$ cat src/rtl/cu51_pkg.sv
// Shared constants for the 8051-style control unit: opcodes, ALU encodings,
// machine-cycle slot numbers and the two machine-cycle states.
package cu51_pkg;

  typedef logic [3:0] slot_t;

  localparam slot_t T_FETCH = 4'd5;
  localparam slot_t T_OPND  = 4'd11;
  localparam slot_t T_LAST  = 4'd11;

  localparam logic [7:0] OP_NOP       = 8'h00;
  localparam logic [7:0] OP_MOV_A_IMM = 8'h74;
  localparam logic [7:0] OP_ANL_A_DIR = 8'h55;
  localparam logic [7:0] OP_SJMP      = 8'h80;
  localparam logic [7:0] OP_SETB_BIT  = 8'hD2;
  localparam logic [7:0] OP_MOVX_A_R0 = 8'hE2;
  localparam logic [7:0] OP_MOVX_A_R1 = 8'hE3;

  typedef enum logic [3:0] {
    ALU_PASS = 4'd0,
    ALU_AND  = 4'd1,
    ALU_OR   = 4'd2,
    ALU_ADD  = 4'd3
  } alu_op_e;

  typedef enum logic {
    CYC_M1 = 1'b0,
    CYC_M2 = 1'b1
  } cycle_e;

  // Opcodes that carry a second code byte fetched late in M1.
  function automatic logic is_two_byte(input logic [7:0] op);
    return op inside {OP_MOV_A_IMM, OP_ANL_A_DIR, OP_SJMP, OP_SETB_BIT};
  endfunction

endpackage

$ cat src/rtl/mcu51_cu_timing.sv
// Twelve-slot machine-cycle counter with the derived Phase and ALE strobes.
module mcu51_cu_timing
  import cu51_pkg::*;
(
  input  logic  clk,
  input  logic  reset,
  output slot_t t,
  output logic  Phase,
  output logic  ALE
);

  // NOTE: sequential state uses non-blocking assignments so every flop samples pre-edge values.
  always_ff @(posedge clk) begin
    if (reset)            t <= '0;
    else if (t == T_LAST) t <= '0;
    else                  t <= t + 4'd1;
  end

  assign Phase = ~reset & t[0];
  assign ALE   = ~reset & (t inside {4'd1, 4'd2, 4'd7, 4'd8});

endmodule

$ cat src/rtl/mcu51_cu.sv
// 8051 control unit: slot/cycle sequencing and opcode decode into datapath strobes.
// Build option: define CU_MOVX_EN to execute MOVX A,@Ri (E2/E3); otherwise they run as NOP.
module mcu51_cu
  import cu51_pkg::*;
(
  input  logic       clk,
  input  logic       reset,
  input  logic [7:0] IR,
  input  logic [7:0] direct,
  output logic       Phase,
  output logic       ALE,
  output logic       PSEN,
  output logic       RD,
  output logic       WR,
  output logic [2:0] PC_CON,
  output logic       CODE_CS,
  output logic       IR_en,
  output logic       Bb,
  output logic [7:0] position,
  output logic       Rn_ext,
  output logic       Ri_at,
  output logic [1:0] XDATA_CON,
  output logic [1:0] DATA_CON,
  output logic       rel_en,
  output logic       direct_en,
  output logic       bit_en,
  output logic [1:0] R_Vt1_CON,
  output logic [1:0] R_Vt2_CON,
  output logic [1:0] A_CON,
  output logic [1:0] B_CON,
  output logic [1:0] PSW_CON,
  output logic [3:0] ALU_CON,
  output logic [3:0] P0_CON,
  output logic [3:0] P1_CON,
  output logic [3:0] P2_CON,
  output logic [3:0] P3_CON
);

`ifdef CU_MOVX_EN
  localparam bit MOVX_EN = 1'b1;
`else
  localparam bit MOVX_EN = 1'b0;
`endif

  slot_t      t;
  cycle_e     m, m_next;
  logic [7:0] ir_hold;
  logic [7:0] op;
  logic       movx_op;
  logic       two_cycle;
  logic       unused_direct;

  assign unused_direct = ^direct[7:3];

  mcu51_cu_timing u_timing (
    .clk   (clk),
    .reset (reset),
    .t     (t),
    .Phase (Phase),
    .ALE   (ALE)
  );

  always_ff @(posedge clk) begin
    if (reset) m <= CYC_M1;
    else       m <= m_next;
  end

  // The opcode is tracked from the late half of M1 so M2 ignores later IR changes.
  always_ff @(posedge clk) begin
    if (reset)                      ir_hold <= OP_NOP;
    else if (m == CYC_M1 && t >= 4'd6) ir_hold <= IR;
  end

  assign op        = (m == CYC_M2) ? ir_hold : IR;
  assign movx_op   = MOVX_EN && (op inside {OP_MOVX_A_R0, OP_MOVX_A_R1});
  assign two_cycle = (op inside {OP_ANL_A_DIR, OP_SJMP, OP_SETB_BIT}) || movx_op;

  always_comb begin
    m_next = m;
    if (t == T_OPND) m_next = (m == CYC_M1 && two_cycle) ? CYC_M2 : CYC_M1;
  end

  // NOTE: every output gets a default first, so no path through the decode can infer a latch.
  always_comb begin
    PSEN      = 1'b1;
    RD        = 1'b1;
    WR        = 1'b1;
    PC_CON    = 3'b000;
    CODE_CS   = 1'b0;
    IR_en     = 1'b0;
    Bb        = 1'b0;
    position  = 8'h00;
    Rn_ext    = 1'b0;
    Ri_at     = 1'b0;
    XDATA_CON = 2'b00;
    DATA_CON  = 2'b00;
    rel_en    = 1'b0;
    direct_en = 1'b0;
    bit_en    = 1'b0;
    R_Vt1_CON = 2'b00;
    R_Vt2_CON = 2'b00;
    A_CON     = 2'b00;
    B_CON     = 2'b00;
    PSW_CON   = 2'b00;
    ALU_CON   = ALU_PASS;
    P0_CON    = 4'b0000;
    P1_CON    = 4'b0000;
    P2_CON    = 4'b0000;
    P3_CON    = 4'b0000;

    if (!reset) begin
      Rn_ext = (op[7:5] == 3'b111) && op[3];
      Ri_at  = (op[7:5] == 3'b111) && ((op[3:1] == 3'b011) || movx_op);

      if (m == CYC_M1) begin
        if (t inside {[4'd3:T_FETCH]}) begin
          CODE_CS = 1'b1;
          PSEN    = 1'b0;
        end
        if (t == T_FETCH) begin
          IR_en  = 1'b1;
          PC_CON = 3'b100;
        end
        if (is_two_byte(op) && t >= 4'd9) begin
          CODE_CS = 1'b1;
          PSEN    = 1'b0;
          if (t == T_OPND) PC_CON = 3'b100;
        end
        if (t == T_OPND) begin
          case (op)
            OP_MOV_A_IMM: A_CON     = 2'b10;
            OP_ANL_A_DIR: direct_en = 1'b1;
            OP_SJMP:      rel_en    = 1'b1;
            OP_SETB_BIT:  bit_en    = 1'b1;
            default: ;
          endcase
        end
      end else begin
        case (op)
          OP_ANL_A_DIR: begin
            if (t <= 4'd3) DATA_CON = 2'b11;
            if (t == 4'd3) R_Vt1_CON = 2'b10;
            if (t inside {4'd4, 4'd5}) ALU_CON = ALU_AND;
            if (t == 4'd5) A_CON = 2'b10;
          end
          OP_SJMP: if (t == 4'd5) PC_CON = 3'b111;
          OP_SETB_BIT: begin
            if (t <= 4'd5) begin
              Bb       = 1'b1;
              position = 8'd1 << direct[2:0];
            end
            if (t inside {4'd4, 4'd5}) DATA_CON = 2'b01;
          end
          default: begin
            if (movx_op) begin
              if (t <= 4'd2) P0_CON = 4'b1010;
              if (t inside {[4'd3:4'd9]}) begin
                RD        = 1'b0;
                XDATA_CON = 2'b11;
              end
              if (t == 4'd9) begin
                P0_CON = 4'b0001;
                A_CON  = 2'b10;
              end
            end
          end
        endcase
      end
    end
  end

endmodule

$ cat config.mk
export PLATFORM = sky130hd
export DESIGN_NAME = mcu51_cu
export DESIGN_NICKNAME = d
export VERILOG_FILES = /design/src/rtl/cu51_pkg.sv /design/src/rtl/mcu51_cu_timing.sv /design/src/rtl/mcu51_cu.sv
export SDC_FILE = /design/constraint.sdc
export NUM_CORES = 1
export LEC_CHECK = 0
export CAP_MARGIN = 20
export CORE_MARGIN = 2
export CORE_UTILIZATION = 36
export CTS_CLUSTER_DIAMETER = 60
export DETAILED_ROUTE_END_ITERATION = 12
export GPL_TIMING_DRIVEN = 0
export HOLD_SLACK_MARGIN = 0.02
export PLACE_DENSITY = 0.9
export SYNTH_ARGS = -nofsm -noshare
export SYNTH_HDL_FRONTEND = slang
export SYNTH_HIERARCHICAL = 1
export SYNTH_SLANG_ARGS = --single-unit
$ cat constraint.sdc
create_clock -name clk -period 1.7 [get_ports clk]
set_input_delay 0.34 -clock clk [delete_from_list [all_inputs] [get_ports clk]]
set_output_delay 0.34 -clock clk [all_outputs]
set_load 0.05 [all_outputs]
==> results by group <==
Clock tree
  – TritonCTS buffer count: 3
  – CTS Root Cell: clkbuf_8
  – CTS tree: built
  – TritonCTS Sinks: 13
  – Worst-skew pair later-pin latency: 0.26 ns
  – Max Buffers Root-to-Sink: 2
  – Cts-stage hold buffer count: 0
  – CTS H-tree depth: 1
  – CTS clock-pin slew for the worst setup and hold paths: roughly 0.060 ns

Routing
  – Drt wl/cell: between 15 and 20 um
  – Routed vias/inst: slightly above 5
  – Iter 0 DRT Violations: approximately 110
  – Antenna Violating Nets Remaining: 0
  – Post-Route WL: about 5.2 mm
  – Via Count: 1706
  – Initial DRT Pass Iterations: 4
  – Drt drc: 0

Synth
  – Yosys reg bits: 13
  – Prevailing post-synth register cell: dfxtp_1
  – Synth area leaders: dfxtp_1 18%, buf_4 17%, nor2_1 9.1%, mux2i_1 6.4%, nor4b_2 4.3%
  – Area leader, netlist: dfxtp_1
  – Async SR Flop Fraction: 0
  – Yosys cell types: 44
  – Syn Std Cell Area: around 0.0014 mm^2
  – Yosys warning count: 6
  – Post-synth top area share: 0.1847
  – Sequential share of the synthesized area: 0.1847
  – Post-synthesis instance total: between 150 and 200
  – Syn Area/Cell: approximately 7.4 um^2
  – Post-synth EDFFs: 0

Finish
  – Area Overhead vs Synth: 97.69%
  – Most frequent cells in the layout: 51 x buf_4, 31 x conb_1, 23 x buf_6
  – Share of layout cells above drive strength 1: 0.6069
  – NumNets Final: 313
  – Design Area, Final: 0.002785 mm^2
  – Most common cell after layout, fill and taps aside: buf_4
  – Fillers: between 200 and 250
  – Antenna diodes: 0

Placement
  – Area after DPL: approximately 0.0022 mm^2
  – Routability congestion estimate: between 0.8 and 0.9
  – Port-buffer cells: 39
  – Post-DP HPWL: 2.855 mm

Setup path
  – WS Path Type: reg -> out
  – Top Family by Delay on Critical Path: compound AO/OA/AOI/OAI gates
  – WP depth: 6
  – Critical-path top delay cell: a221o_2
  – Crit path max fanout: 4
  – WP data required: 1.36 ns
  – Worst path bufs/invs: 1
  – Worst r2r path cells: 8
  – Largest stage delay on the critical path: approximately 0.38 ns
  – Worst path arrival time: between 2 and 2.5 ns
  – Critical path, cell by cell: nor4b_4 -> nand2_2 -> a211oi_4 -> nor2_4 -> a221o_2 -> buf_8
  – Crit. End Element: output pin
  – Worst Setup Start Kind: register

Die
  – Die height: about 67 um
  – Top Ports: between 70 and 80
  – Core area: roughly 0.0037 mm^2
  – Row count: 22
  – Die Area: around 0.0044 mm^2
  – Starting Density: 0.3791
  – Die Wd: ~67 um

Timing
  – Final setup margin: -0.6816 ns
  – Final TNS setup: -11.52 ns
  – RSZ-0062 raised after global routing: yes
  – Final Setup Violations: 27
  – Fin crit period: roughly 2.4 ns
  – Worst Skew: between 0.009 and 0.01 ns
  – Part of the cycle the worst path needs: 1.401
  – Fmax: 419.9 MHz
  – Least-Margin Pin Slew: 0.5146 ns
  – Slew headroom: 0.6533
  – Slew Viols, Final: 0
  – Hold Fails Final Rpt: 0

Global routing
  – Largest net degree at the start of global routing: 18
  – Initial antenna violation count: 0
  – First-pass GRT wire length: 6.748 mm
  – GR Util All Layers: 0.1989
  – Global route overflow: 0
  – Vias in the first global route: roughly 1400

Worst hold path
  – Worst Hold Class: in -> reg
  – Worst Hold Depth: 3

Pwr
  – Combinational share of power: 0.435
  – NetSw: around 0.00046 W
  – Clock share of power: 0.265
  – Cell area power density: just under 400 mW/mm^2
  – Flop pwr share: 0.300
  – Maximum vdd drop: 0.3079 mV
  – Cell Int Power: 0.0006383 W
  – Pleak: 1.163 nW
  – Sw Share: 0.4211

Status
  – Status: complete, but fails checks
  – Failing checks: negative setup slack

Run
  – Total of max-cap violations: 0
[registers in the layout (all words and copies together), names as in the netlist]
| name | count |
|---|---|
| u_timing/t | 4 |
| ir_hold | 8 |
| m | 1 |
[worst paths after layout]
kind	start	to	slack, ns
setup reg to reg	m$_SDFFE_PP0N_	ir_hold[0]$_SDFFE_PP0P_	-0.02
setup / recovery	ir_hold[0]$_SDFFE_PP0P_	PSEN	-0.68
hold / removal	IR[3]	ir_hold[3]$_SDFFE_PP0P_	0.45
hold reg to reg	ir_hold[7]$_SDFFE_PP0P_	ir_hold[7]$_SDFFE_PP0P_	0.57
[routing by layer]
| metal | track usage | part of all wire | vias up |
|---|---|---|---|
| met2 | 0.3488 | 0.52 | 99 |
| met5 | 0 | 0 | - |
| met1 | 0.2351 | 0.38 | 777 |
| met3 | 0.02872 | 0.068 | 19 |
| li1 | - | - | 811 |
| met4 | 0.09694 | 0.037 | 0 |
[synthesized netlist by cell type (2+ instances only)]
cell type and number:
mux2i_1 9, nand3_1 3, nand4_1 2, and3_1 3, dfxtp_1 13, o32ai_1 2
nor3b_1 5, nor4b_2 4, clkbuf_1 2, a31oi_1 3, nand2b_1 5, nor2_1 34
ha_1 4, nand2_1 15, nor3_1 7, buf_2 2, conb_1 2, a22oi_1 2
a21oi_1 7, buf_4 32, inv_1 2, nor2b_1 8, nand4b_1 3
[power groups by stage]
stage	combinational [W]	sequential, W	clock [W]
after floorplan	0.000327	0.000337	0
after global placement	0.000399	0.000342	0
final	0.000479	0.000331	0.000292
after global routing	0.000500	0.000333	0.000303
after CTS	0.000447	0.000331	0.000290
after detailed placement	0.000404	0.000343	0
[metrics by stage]
stage          power [W]  cells  setup slack, ns  hold WS (ns)    util
2_1_floorplan  0.0006631    219          -0.3465        0.4020       -
3_3_place_gp   0.0007418    306           -1.515        0.4813  0.5818
3_5_place_dp   0.0007467    306           -1.606        0.4880  0.5818
4_1_cts         0.001069    324          -0.5991        0.4189  0.6636
5_1_grt         0.001137    338          -0.7306        0.4804  0.7495
6_report        0.001103    338          -0.6816        0.4504  0.7495
[tightest hold or removal path, cell delays in order]
cell and delay, ns:
buf_2 0.16, mux2i_1 0.10, nor2_1 0.07
[cells by family (layout without fill, tap and decap cells)]
logic type	count (synthesis)	after routing	synth area share
buffers and inverters	38	109	0.1883
other	2	31	0.005331
and+or+nand+nor	97	97	0.3846
xor gates and xnor gates	2	2	0.01244
DFF	13	13	0.1847
AOI/OAI and AO/OA	25	25	0.1252
muxes	9	9	0.06395
adders and majority gates	4	4	0.03553
[final cells by class]
| class | count | area [um^2] | area share |
|---|---|---|---|
| sequential | 13 | 294.0 | 0.1056 |
| clock buffer | 4 | 45.04 | 0.01617 |
| tap | 48 | 60.06 | 0.02156 |
| multi-input combinational | 168 | 1399 | 0.5022 |
| timing repair buffer | 67 | 678.2 | 0.2435 |
| buffer | 36 | 299.0 | 0.1074 |
| inverter | 2 | 10.01 | 0.003594 |
[what timing repair did]
item / CTS / global route
pin swaps: 23 / 28
buffers inserted: 14 / 14
endpoints found under the hold margin: 0 / 0
resized for setup: 253 / 50
setup endpoints to repair: 27 / 26
(Power assumes the default switching activity.)
